$ cat src/rtl/handshake_pkg.sv
// Shared types and constants for the four-phase request/acknowledge transmit controller.
//   state_e         : controller states with fixed encoding
//   DEFAULT_DATA_W  : default payload width
//   DEFAULT_TIMEOUT : default per-phase wait limit in cycles
//   CNT_W           : width of the per-phase wait counter
package handshake_pkg;

    localparam int unsigned DEFAULT_DATA_W  = 8;
    localparam int unsigned DEFAULT_TIMEOUT = 255;
    localparam int unsigned CNT_W           = 16;

    typedef enum logic [1:0] {
        IDLE    = 2'd0,
        REQ_HI  = 2'd1,
        WAIT_LO = 2'd2,
        ERR_REL = 2'd3
    } state_e;

endpackage

$ cat src/rtl/hs_timer.sv
// Clearable per-phase wait counter with a terminal-count compare.
//   clk, rst_n : clock and synchronous active-low reset
//   clr_i      : clear the counter (takes priority over en_i)
//   en_i       : count one waiting cycle
//   tc_c_o     : counter currently equals TIMEOUT-1 (decoded from the register)
module hs_timer
    import handshake_pkg::*;
#(
    parameter int unsigned TIMEOUT = DEFAULT_TIMEOUT
) (
    input  logic clk,
    input  logic rst_n,
    input  logic clr_i,
    input  logic en_i,
    output logic tc_c_o
);

    logic [CNT_W-1:0] cnt_q;
    logic [CNT_W-1:0] cnt_d;

    // Next count: clear wins over increment.
    always_comb begin
        cnt_d = cnt_q;
        if (clr_i) begin
            cnt_d = '0;
        end else if (en_i) begin
            cnt_d = cnt_q + CNT_W'(1);
        end
    end

    // Counter register.
    always_ff @(posedge clk) begin
        if (!rst_n) begin
            cnt_q <= '0;
        end else begin
            cnt_q <= cnt_d;
        end
    end

    assign tc_c_o = (cnt_q == CNT_W'(TIMEOUT - 1));

endmodule

$ cat src/rtl/handshake_tx_ctrl.sv
// Transmit side of a four-phase req/ack handshake toward another clock domain.
//   clk, rst_n : clock and synchronous active-low reset
//   in_valid   : requester offers in_data
//   in_data    : payload, captured on acceptance only
//   in_ready   : controller can accept this cycle (IDLE and ack low, not in reset)
//   t_rdy_out  : registered request level toward the receive domain
//   data_out   : captured payload, stable while t_rdy_out is high
//   r_done_in  : acknowledge, already synchronized into clk
//   done       : one-cycle pulse when a handshake completes
//   err        : sticky per-phase timeout flag
//   clr_err    : clears err on the next edge
module handshake_tx_ctrl
    import handshake_pkg::*;
#(
    parameter int unsigned DATA_W  = DEFAULT_DATA_W,
    parameter int unsigned TIMEOUT = DEFAULT_TIMEOUT
) (
    input  logic              clk,
    input  logic              rst_n,
    input  logic              in_valid,
    input  logic [DATA_W-1:0] in_data,
    output logic              in_ready,
    output logic              t_rdy_out,
    output logic [DATA_W-1:0] data_out,
    input  logic              r_done_in,
    output logic              done,
    output logic              err,
    input  logic              clr_err
);

    state_e            state_q;
    state_e            state_d;
    logic              t_rdy_q;
    logic              done_q;
    logic              err_q;
    logic [DATA_W-1:0] data_q;

    logic              accept_c;
    logic              complete_c;
    logic              timeout_c;
    logic              tc_c;
    logic              waiting_c;

    // Pure decode of state and the synchronized ack; reset forces it low.
    assign in_ready  = rst_n & (state_q == IDLE) & ~r_done_in;
    assign waiting_c = (state_q == REQ_HI) | (state_q == WAIT_LO);

    // Next state and event strobes; an advancing ack beats a coincident timeout.
    always_comb begin
        state_d    = state_q;
        accept_c   = 1'b0;
        complete_c = 1'b0;
        timeout_c  = 1'b0;
        unique case (state_q)
            IDLE: begin
                if (in_valid && in_ready) begin
                    accept_c = 1'b1;
                    state_d  = REQ_HI;
                end
            end
            REQ_HI: begin
                if (r_done_in) begin
                    state_d = WAIT_LO;
                end else if (tc_c) begin
                    timeout_c = 1'b1;
                    state_d   = ERR_REL;
                end
            end
            WAIT_LO: begin
                if (!r_done_in) begin
                    complete_c = 1'b1;
                    state_d    = IDLE;
                end else if (tc_c) begin
                    timeout_c = 1'b1;
                    state_d   = ERR_REL;
                end
            end
            ERR_REL: begin
                if (!r_done_in) begin
                    state_d = IDLE;
                end
            end
            default: state_d = IDLE;
        endcase
    end

    // State, request level, payload, done pulse and sticky error.
    always_ff @(posedge clk) begin
        if (!rst_n) begin
            state_q <= IDLE;
            t_rdy_q <= 1'b0;
            done_q  <= 1'b0;
            err_q   <= 1'b0;
            data_q  <= '0;
        end else begin
            state_q <= state_d;
            t_rdy_q <= (state_d == REQ_HI);
            done_q  <= complete_c;
            if (accept_c) begin
                data_q <= in_data;
            end
            if (timeout_c) begin
                err_q <= 1'b1;
            end else if (clr_err) begin
                err_q <= 1'b0;
            end
        end
    end

    // Wait counter restarts on every state change and counts only while waiting.
    hs_timer #(
        .TIMEOUT (TIMEOUT)
    ) u_timer (
        .clk    (clk),
        .rst_n  (rst_n),
        .clr_i  (state_d != state_q),
        .en_i   (waiting_c),
        .tc_c_o (tc_c)
    );

    assign t_rdy_out = t_rdy_q;
    assign done      = done_q;
    assign err       = err_q;
    assign data_out  = data_q;

endmodule

$ cat config.mk
export PLATFORM = sky130hd
export DESIGN_NAME = handshake_tx_ctrl
export DESIGN_NICKNAME = d
export VERILOG_FILES = /design/src/rtl/handshake_pkg.sv /design/src/rtl/hs_timer.sv /design/src/rtl/handshake_tx_ctrl.sv
export SDC_FILE = /design/constraint.sdc
export NUM_CORES = 1
export LEC_CHECK = 0
export BUFFER_PORTS_ARGS = -buffer_cell sky130_fd_sc_hd__clkbuf_2
export CAP_MARGIN = 20
export CORE_MARGIN = 3
export CORE_UTILIZATION = 53
export CTS_BUF_LIST = sky130_fd_sc_hd__clkbuf_8 sky130_fd_sc_hd__clkbuf_16
export DETAILED_ROUTE_END_ITERATION = 10
export MAX_ROUTING_LAYER = met4
export PLACE_DENSITY = 0.76
export SLEW_MARGIN = 20
export SYNTH_ARGS = -nofsm -noshare
export SYNTH_HDL_FRONTEND = slang
export SYNTH_SLANG_ARGS = --single-unit
$ cat constraint.sdc
create_clock -name clk -period 5.9 [get_ports clk]
set_clock_uncertainty 0.15 [all_clocks]
set_input_delay 1.18 -clock clk [delete_from_list [all_inputs] [get_ports clk]]
set_output_delay 1.18 -clock clk [all_outputs]
set_load 0.03 [all_outputs]
==> results of run 1 <==
worst min-delay path, delay by kind of cell (launching register included):
| kind | cells | cell delay, ns |
|---|---|---|
| and+or+nand+nor | 1 | 0.05 |
| DFF | 1 | 0.31 |
| AOI/OAI and AO/OA | 1 | 0.05 |
layout make-up:
class | count | area share
inverter | 9 | 0.0202
clock buffer | 7 | 0.0577
sequential | 29 | 0.348
clock inverter | 1 | 0.00300
timing repair buffer | 24 | 0.0719
tap | 30 | 0.0225
multi-input combinational | 124 | 0.477
synth_stat cells, drive strengths merged:
cell,instances
nand2,23
nor3,12
nor4bb,1
or3b,1
inv,9
a21o,1
nor4,3
dfxtp,29
a211oi,3
nand4b,1
nor4b,1
nand3,4
clkbuf,7
ha,7
or3,5
or4b,1
xnor2,8
and4b,1
xor2,4
or2,1
a2111oi,2
a311oi,1
a21boi,1
and3,3
o21ai,6
mux2,1
or4,2
o211ai,1
o22ai,1
a21oi,14
nand4,4
or4bb,1
and2,2
nor2,8
layer usage:
metal	vias to the layer above	track usage
met5	-	-
met4	0	0.0927
met3	9	0.0690
met2	32	0.326
met1	573	0.216
li1	646	-
kinds of logic (layout without fill, tap and decap cells):
family / count (synthesis) / in the layout
adders and majority gates: 7 / 7
and+or+nand+nor: 74 / 74
muxes: 1 / 1
xor gates and xnor gates: 12 / 12
AOI/OAI and AO/OA: 30 / 30
DFF: 29 / 29
buffers and inverters: 16 / 41
path summary, 6_finish.rpt:
| path | start | endpoint | slack, ns | cells past startpoint |
|---|---|---|---|---|
| max | r_done_in | in_ready | 2.78 | 4 |
| max reg2reg | state_q[1] | u_timer.cnt_q[15] | 3.13 | 6 |
| min | data_out[6] | data_out[6] | 0.30 | 2 |
| min reg2reg | data_out[6] | data_out[6] | 0.30 | 2 |
power groups by stage:
stage / Sequential [mW] / Combinational, mW / Clock (mW)
after floorplan: 0.210 / 0.0194 / 0
after global placement: 0.206 / 0.0331 / 0
after detailed placement: 0.206 / 0.0343 / 0
after CTS: 0.202 / 0.0344 / 0.183
after global routing: 0.202 / 0.0379 / 0.191
final: 0.202 / 0.0343 / 0.177
flip-flops by register name (all words and copies together), names as in the netlist:
register       flops
state_q            2
done               1
u_timer.cnt_q     16
data_out           8
err                1
t_rdy_out          1
==> impl_metrics.json, run 1 <==
{
  "cp_data_arrival_time_ns": 1.79,
  "clock_tree.root_cell": "clkbuf_8",
  "topRoutingLayerUsed": "met4",
  "switching_share": 0.234,
  "fin_crit_ns": 3.12,
  "final_cell_area_um2": 1670,
  "yosys.area_share.simple": 0.275,
  "path_max_fanout": 11,
  "seq_area_um2": 581,
  "met1Wirelength_um": 1240,
  "endpoint_kind": "output port",
  "syn_to_final_growth_pct": 16.2,
  "seqPwrFrac": 0.489,
  "synthAdderAreaFrac": 0.0609,
  "worst_pin_slew_ns": 0.627,
  "syn_nets": 189,
  "p_clk_frac": 0.429,
  "drc": 0,
  "required_ns": 4.57,
  "layout.cells.non_filler": 224,
  "utilization": 0.662,
  "finalPower_mw": 0.414,
  "finalWorstSetupSlack_ns": 2.78,
  "path_cells": "clkbuf_2 > inv_1 > and3_1 > clkbuf_2",
  "fillers": 226,
  "die_h_um": 58.1,
  "status": "finished, final reports clean",
  "rows": 18,
  "ant_nets": 0,
  "start_kind": "input pin",
  "num_io_pins": 25,
  "clkTransAtPathRegs_ns": 0.06,
  "multi_input_area_um2": 797,
  "layout.nets": 213,
  "p_int_mw": 0.317,
  "maxCapViolCount": 0,
  "slew-limit-headroom": 0.582,
  "vias": 1260,
  "setup_viol": 0,
  "ys_ff_latch": 29,
  "wl_met2_um": 1420,
  "die-area_um2": 3370,
  "ys_top_cells_by_area": "dfxtp_1 40%, ha_1 6.1%, nand2_1 6.0%",
  "start_util": 0.570,
  "wire_per_inst_um": 13.0,
  "cpLargestDelayFamily": "buffers and inverters",
  "synth_top_family_by_area": "simple AND/OR/NAND/NOR gates",
  "cp_common_cell": "clkbuf_2",
  "pre_cts_ws_ns": 2.79,
  "synth_warnings": 0,
  "cts_setup_buffers": 0,
  "clk_latency_ns": 0.28,
  "grt_use_total": 0.199,
  "pwr_density_cell_nw_per_um2": 248,
  "setup_tns_ns": 0,
  "critical_path_class": "input pin to output port",
  "report.final.slew_viol_count": 0,
  "max_clock_freq_mhz": 321,
  "cellLeakagePower_nw": 0.619,
  "n_antenna_cell": 0,
  "cp_num_buf_inv": 3,
  "cts-hold-fix-buffers": 0,
  "routed_wl_um": 2920,
  "pwr-share-comb": 0.083,
  "ys_seq_area_frac": 0.404,
  "dp_cells": 216,
  "cts.sinks": 29,
  "core_area_um2": 2520,
  "grt_setup_unrepaired": "false",
  "placed_area_um2": 1570,
  "syn_area_per_cell_um2": 8.51,
  "timing.final.hold_violations": 0,
  "antenna_found_initial": 0,
  "port_buffers": 24,
  "grt_pass1_vias": 1138,
  "cpPeakStageDelay_ns": 0.20,
  "htreeDepth": 2,
  "drt_iter0_markers": 42,
  "drtPass1Iterations": 4,
  "place_congestion": 0.890,
  "grt_max_degree": 17,
  "synth-xor-area-share": 0.0731,
  "via_per_inst": 5.63,
  "yosysTopAreaCell": "dfxtp_1",
  "route.met3.wl_um": 178,
  "cts_resized": 0,
  "fin_hold_ws_ns": 0.303,
  "netlist_area_um2": 1440,
  "vdd_ir_drop_max_mv": 0.186,
  "cts-buffers-inserted": 5,
  "min_period_over_period": 0.528,
  "cts_tree": "yes",
  "ys_types": 36,
  "switching_power_mw": 0.0969,
  "synth_compound_area_frac": 0.138,
  "grt_pass1_wl_um": 4960,
  "final_common_cell": "dfxtp_1",
  "muxShareOfSynthArea": 0.00783,
  "cts_buffer_depth": 2,
  "netlist_instances": 169,
  "synth.top_cell.area_share": 0.404,
  "drive_gt1_frac": 0.186,
  "hpwl_um": 2190,
  "min_path_type": "flop to flop",
  "grt-ovfl-total": 0,
  "cpMaxStageDelayCell": "clkbuf_2",
  "die_w_um": 58.1,
  "final_cell_mix": "29 x dfxtp_1, 24 x clkbuf_2, 23 x nand2_1, 14 x a21oi_1, 12 x nor3_1"
}
Note: power is estimated with default switching activity, not from simulation.
==> run 2: changes to the inputs <==
--- a/config.mk
+++ b/config.mk
@@ -5,6 +5,7 @@
 export SDC_FILE = /design/constraint.sdc
 export NUM_CORES = 1
 export LEC_CHECK = 0
+export ABC_AREA = 1
 export BUFFER_PORTS_ARGS = -buffer_cell sky130_fd_sc_hd__clkbuf_2
 export CAP_MARGIN = 20
 export CORE_MARGIN = 3
@@ -12,7 +13,7 @@
 export CTS_BUF_LIST = sky130_fd_sc_hd__clkbuf_8 sky130_fd_sc_hd__clkbuf_16
 export DETAILED_ROUTE_END_ITERATION = 10
 export MAX_ROUTING_LAYER = met4
-export PLACE_DENSITY = 0.76
+export PLACE_DENSITY = 0.75
 export SLEW_MARGIN = 20
 export SYNTH_ARGS = -nofsm -noshare
 export SYNTH_HDL_FRONTEND = slang
==> constraint.sdc (replaced) <==
create_clock -name clk -period 3 [get_ports clk]
set_clock_uncertainty 0.15 [all_clocks]
set_input_delay 0.6 -clock clk [delete_from_list [all_inputs] [get_ports clk]]
set_output_delay 0.6 -clock clk [all_outputs]
set_load 0.03 [all_outputs]
==> run 2 against run 1 <==
Count of clock-buffer cells in the layout fell by 2. Sequential cell count is the same. Routed wire length increased by 7.6%. Area after synthesis rose by 12%. Global-route usage down 0.39 points. Sequential share of layout area fell by 2.7 points. Non-clock buffer count is the same. Cell count increased by 20%. Critical endpoint is now u_timer.cnt_q[14].
==> impl_metrics.json, run 2 <==
{
  "status": "finished, final reports clean",
  "pwr_density_cell_nw_per_um2": 569,
  "htreeDepth": 2,
  "ant_nets": 0,
  "fillers": 261,
  "die_h_um": 61.1,
  "grt-ovfl-total": 0,
  "syn_nets": 230,
  "grt_pass1_vias": 1162,
  "grt_setup_unrepaired": "false",
  "grt_pass1_wl_um": 5040,
  "antenna_found_initial": 0,
  "min_path_type": "flop to flop",
  "holdCritStartpoint": "data_out[6]",
  "async_flop_share": 0,
  "ys.flop_type": "dfxtp_1",
  "drt_iter0_markers": 47,
  "cp_data_arrival_time_ns": 2.36,
  "die-area_um2": 3730,
  "fin_hold_ws_ns": 0.315,
  "seqPwrFrac": 0.415,
  "netlist_instances": 210,
  "layout.cells.non_filler": 269,
  "hpwl_um": 2250,
  "max_clock_freq_mhz": 435,
  "cts_tree": "yes",
  "grt_use_total": 0.195,
  "clk_latency_ns": 0.29,
  "vdd_ir_drop_max_mv": 0.562,
  "dp_cells": 261,
  "cts_buffer_depth": 2,
  "synth.top_cell.area_share": 0.361,
  "core_area_um2": 2830,
  "via_per_inst": 4.94,
  "path_max_fanout": 8,
  "drive_gt1_frac": 0.239,
  "placed_area_um2": 1730,
  "rows": 19,
  "clock_tree.root_cell": "clkbuf_8",
  "worst_pin_slew_ns": 0.410,
  "cts-buffers-inserted": 5,
  "report.final.slew_viol_count": 0,
  "synth_warnings": 0,
  "largest_register_ff_count": 16,
  "ys_seq_area_frac": 0.361,
  "timing.final.hold_violations": 0,
  "grt_max_degree": 17,
  "start_util": 0.569,
  "setup_tns_ns": 0,
  "place_congestion": 0.869,
  "switching_power_mw": 0.385,
  "setup_viol": 0,
  "final_cell_area_um2": 1810,
  "r2r-start": "state_q[0]",
  "pwr-share-comb": 0.291,
  "cts_resized": 0,
  "seq_area_um2": 581,
  "synth_common_cells": "56 x nand2_1, 29 x dfxtp_1, 21 x inv_1",
  "drc": 0,
  "maxCapViolCount": 0,
  "slew-limit-headroom": 0.726,
  "p_int_mw": 0.646,
  "crit_start": "state_q[0]",
  "cts-hold-fix-buffers": 0,
  "wire_per_inst_um": 11.7,
  "p_clk_frac": 0.294,
  "cts.sinks": 29,
  "syn_area_per_cell_um2": 7.66,
  "drtPass1Iterations": 4,
  "switching_share": 0.373,
  "final_common_cell": "nand2_1",
  "synth.most_common_cell": "nand2_1",
  "layout.nets": 257,
  "ys_top_cells_by_area": "dfxtp_1 36%, nand2_1 13%, nor3_2 6.2%",
  "endpoint_kind": "flop",
  "ys_ff_latch": 29,
  "routed_wl_um": 3140,
  "final_cell_mix": "56 x nand2_1, 29 x dfxtp_1, 24 x clkbuf_2, 22 x inv_1, 19 x nor2_1",
  "num_io_pins": 25,
  "critical_path_class": "flop to flop",
  "cts_setup_buffers": 0,
  "top_register": "u_timer.cnt_q",
  "cellLeakagePower_nw": 0.773,
  "worst_r2r_endpoint": "u_timer.cnt_q[14]",
  "reg2reg_depth": 10,
  "yosysTopAreaCell": "dfxtp_1",
  "min_period_over_period": 0.766,
  "required_ns": 3.07,
  "n_antenna_cell": 0,
  "netlist_area_um2": 1610,
  "multi_input_area_um2": 891,
  "die_w_um": 61.1,
  "port_buffers": 24,
  "reg2reg_slack_ns": 0.70,
  "ys_types": 28,
  "synth-edff-count": 0,
  "vias": 1330,
  "syn_to_final_growth_pct": 12.5,
  "fin_crit_ns": 2.30,
  "clkTransAtPathRegs_ns": 0.06,
  "start_kind": "flop",
  "crit_end": "u_timer.cnt_q[14]"
}
run 2: changes by cell type in the layout (fill, tap and decap cells not counted), moves of 5 or more:
| cell | delta |
|---|---|
| nor3_2 | +10 |
| xor2_1 | +6 |
| nor2_1 | +11 |
| nand2_1 | +33 |
| o21ai_0 | -5 |
| inv_1 | +13 |
| or3_1 | -5 |
run 2: kinds of logic (layout without fill, tap and decap cells):
group                    count (synthesis)  after routing  share of synthesized area
AO/OA/AOI/OAI                           16             16                     0.0591
AND/OR/NAND/NOR                        116            116                      0.364
buffers and inverters                   28             56                     0.0855
adder cells (fa/ha/maj)                  7              7                     0.0544
flip-flops                              29             29                      0.361
XOR/XNOR                                14             14                     0.0762
run 2: layer usage:
layer  global-route usage  vias to the layer above  wire, µm
met2                0.285                       13      1450
met4                0.121                        0        92
met5                    -                        -         0
met1                0.234                      593      1520
met3               0.0566                        8        84
li1                     -                      716         -
run 2: area by class of cell:
class,instances,share of cell area
clock inverter,3,0.00760
multi-input combinational,153,0.492
inverter,24,0.0539
timing repair buffer,24,0.0663
clock buffer,5,0.0380
sequential,29,0.321
tap,31,0.0214
run 2: through the flow:
| stage | power (mW) | setup slack [ns] | util |
|---|---|---|---|
| floorplan | 0.712 | 0.895 | - |
| global placement | 0.730 | 0.773 | 0.611 |
| detailed placement | 0.734 | 0.704 | 0.611 |
| CTS | 1.04 | 0.701 | 0.640 |
| global route | 1.09 | 0.474 | 0.640 |
| finish | 1.03 | 0.702 | 0.640 |
run 2: how the worst min path moves through the flow:
stage                                   end  slack, ns  depth (start not counted)
after floorplan           u_timer.cnt_q[15]       0.39                          3
after global placement          data_out[5]       0.30                          2
after detailed placement        data_out[6]       0.31                          2
after CTS                       data_out[6]       0.32                          2
after global routing            data_out[7]       0.35                          2
final                           data_out[6]       0.32                          2
run 2: critical path: stages (launching register included):
cell     delay (ns)
dfxtp_1        0.47
inv_1          0.16
ha_1           0.45
nand2_1        0.14
nor2_2         0.18
nand3_1        0.12
nor2_1         0.15
nand2_1        0.08
xor2_1         0.12
inv_1          0.06
nor3_2         0.15
run 2: power by group through the flow:
stage,logic [mW],clock network (mW),registers (mW)
5_1_grt,0.331,0.325,0.431
6_report,0.300,0.303,0.427
3_5_place_dp,0.299,0,0.435
3_3_place_gp,0.296,0,0.434
4_1_cts,0.301,0.315,0.427
2_1_floorplan,0.265,0,0.447
==> run 3: changes to the inputs <==
==> constraint.sdc (replaced) <==
create_clock -name clk -period 2.33 [get_ports clk]
set_clock_uncertainty 0.15 [all_clocks]
set_input_delay 0.466 -clock clk [delete_from_list [all_inputs] [get_ports clk]]
set_output_delay 0.466 -clock clk [all_outputs]
set_load 0.03 [all_outputs]
==> run 3 against run 2 <==
Global-route usage decreased by 0.46 points. Sequential share of layout area decreased by 0.63 points. Combinational power increased by 35%. Critical path depth increased by 1. Cell area increased by 2.2%. Routed wire length decreased by 0.57%. First-iteration DRC count decreased by 2.1%. Power increased by 36%. Count of clock-buffer cells in the layout increased by 2. Clock power increased by 50%. Cell count increased by 0.74%. Largest power group unchanged.
==> impl_metrics.json, run 3 (same netlist as run 2, synthesis figures left out) <==
{
  "report.final.slew_viol_count": 0,
  "worstSetupPathDepth": 11,
  "maxCapViolCount": 0,
  "clk_latency_ns": 0.28,
  "htreeDepth": 2,
  "drc": 0,
  "syn_to_final_growth_pct": 15.0,
  "cts.sinks": 29,
  "path_max_fanout": 16,
  "clock_tree.root_cell": "clkbuf_8",
  "drt_iter0_markers": 46,
  "grt_setup_unrepaired": "true",
  "max_clock_freq_mhz": 474,
  "fillers": 256,
  "cpPeakStageDelay_ns": 0.40,
  "endpoint_kind": "flop",
  "die_h_um": 61.1,
  "antenna_found_initial": 0,
  "final_cell_mix": "56 x nand2_1, 28 x dfxtp_1, 24 x clkbuf_2, 21 x inv_1, 19 x nor2_1",
  "via_per_inst": 4.93,
  "timing.final.hold_violations": 0,
  "core_area_um2": 2830,
  "final_common_cell": "nand2_1",
  "die_w_um": 61.1,
  "required_ns": 2.38,
  "die-area_um2": 3730,
  "place_congestion": 0.887,
  "grt_use_total": 0.191,
  "port_buffers": 24,
  "final_cell_area_um2": 1850,
  "vias": 1336,
  "status": "finished, final reports clean",
  "dp_cells": 263,
  "reg2reg_slack_ns": 0.22,
  "min_period_over_period": 0.905,
  "top_register": "u_timer.cnt_q",
  "layout.cells.non_filler": 271,
  "slew-limit-headroom": 0.747,
  "cts-buffers-inserted": 5,
  "cts-hold-fix-buffers": 0,
  "cts_tree": "yes",
  "rows": 19,
  "grt_max_degree": 17,
  "min_path_type": "input pin to flop",
  "worst_pin_slew_ns": 0.380,
  "grt_pass1_vias": 1183,
  "drtPass1Iterations": 4,
  "n_antenna_cell": 0,
  "largest_register_ff_count": 16,
  "finalPower_mw": 1.40,
  "cp_common_cell": "nand2_1",
  "pwr_density_cell_nw_per_um2": 758,
  "wire_per_inst_um": 11.5,
  "placed_area_um2": 1740,
  "drive_gt1_frac": 0.258,
  "critical_path_class": "flop to flop",
  "cpMaxStageDelayCell": "dfxtp_2",
  "cpLargestDelayFamily": "simple AND/OR/NAND/NOR gates",
  "cp_data_arrival_time_ns": 2.16,
  "cts_buffer_depth": 2,
  "fin_crit_ns": 2.11,
  "grt_pass1_wl_um": 5090,
  "start_util": 0.569,
  "hpwl_um": 2280,
  "routed_wl_um": 3120,
  "ant_nets": 0,
  "layout.nets": 259,
  "num_io_pins": 25,
  "crit_end": "u_timer.cnt_q[9]",
  "grt-ovfl-total": 0,
  "worst_r2r_endpoint": "u_timer.cnt_q[9]",
  "path_cells": "inv_1 > ha_1 > nand2_1 > o21ai_1 > a21oi_1 > nor2_1 > nand2_1 > nand2_1 > nand2_2 > nand3_4 > nor3_1",
  "clkTransAtPathRegs_ns": 0.06,
  "crit_start": "state_q[0]",
  "start_kind": "flop",
  "setup_viol": 0,
  "vdd_ir_drop_max_mv": 0.802,
  "reg2reg_depth": 11,
  "r2r-start": "state_q[0]",
  "cellLeakagePower_nw": 0.790,
  "cp_num_buf_inv": 1
}
-- run 3: cell types whose count changed in the layout (fill, tap and decap cells not counted), sizes merged --
cell	previous run	this run
inv	25	24
clkbuf	29	31
clkinv	2	1
buf	0	2
-- run 3: worst min-delay path by stage --
stage,from,end,slack [ns],cells after the start
final,in_data[3],data_out[3],0.25,3
after CTS,in_data[3],data_out[3],0.25,3
after floorplan,u_timer.cnt_q[15],u_timer.cnt_q[15],0.39,3
after global routing,in_data[7],data_out[7],0.26,3
after global placement,data_out[5],data_out[5],0.30,2
after detailed placement,data_out[4],data_out[4],0.31,2
-- run 3: timing repair --
| action | 4_1_cts | 5_1_grt |
|---|---|---|
| gates resized for setup | 0 | 2 |
| buffers inserted | 0 | 0 |
| endpoints found under the setup margin | 0 | 16 |
-- run 3: area by class of cell --
cell class / count / area [µm²] / area share
Clock buffer: 7 / 96.3 / 0.0521
Clock inverter: 1 / 5.00 / 0.00270
Inverter: 24 / 97.6 / 0.0527
Multi-Input combinational cell: 153 / 896 / 0.484
Sequential cell: 29 / 582 / 0.314
Tap cell: 31 / 38.8 / 0.0210
Timing Repair Buffer: 26 / 135 / 0.0730
-- run 3: layer usage --
layer | share of wire | vias up | global-route usage
met2 | 0.47 | 21 | 0.285
met4 | 0.017 | 0 | 0.0805
met3 | 0.037 | 7 | 0.0587
met5 | 0 | - | -
li1 | - | 720 | -
met1 | 0.48 | 588 | 0.237
-- run 3: worst min-delay path, cell delays in order --
cell	delay, ns
clkbuf_2	0.08
nand2_1	0.05
a21oi_1	0.05
-- run 3: per-stage QoR --
step | util | setup WS (ns) | TNS (ns) | hold slack (ns)
6_report | 0.654 | 0.220 | 0 | 0.254
5_1_grt | 0.654 | -0.0284 | -0.0473 | 0.257
4_1_cts | 0.652 | 0.0405 | 0 | 0.248
3_5_place_dp | 0.616 | 0.0884 | 0 | 0.310
3_3_place_gp | 0.616 | 0.185 | 0 | 0.303
2_1_floorplan | - | 0.225 | 0 | 0.386
-- run 3: where the power goes --
group          switching, mW  internal (mW)  total [mW]
registers             0.0234          0.522       0.546
logic                  0.290          0.114       0.404
clock network          0.187          0.266       0.453
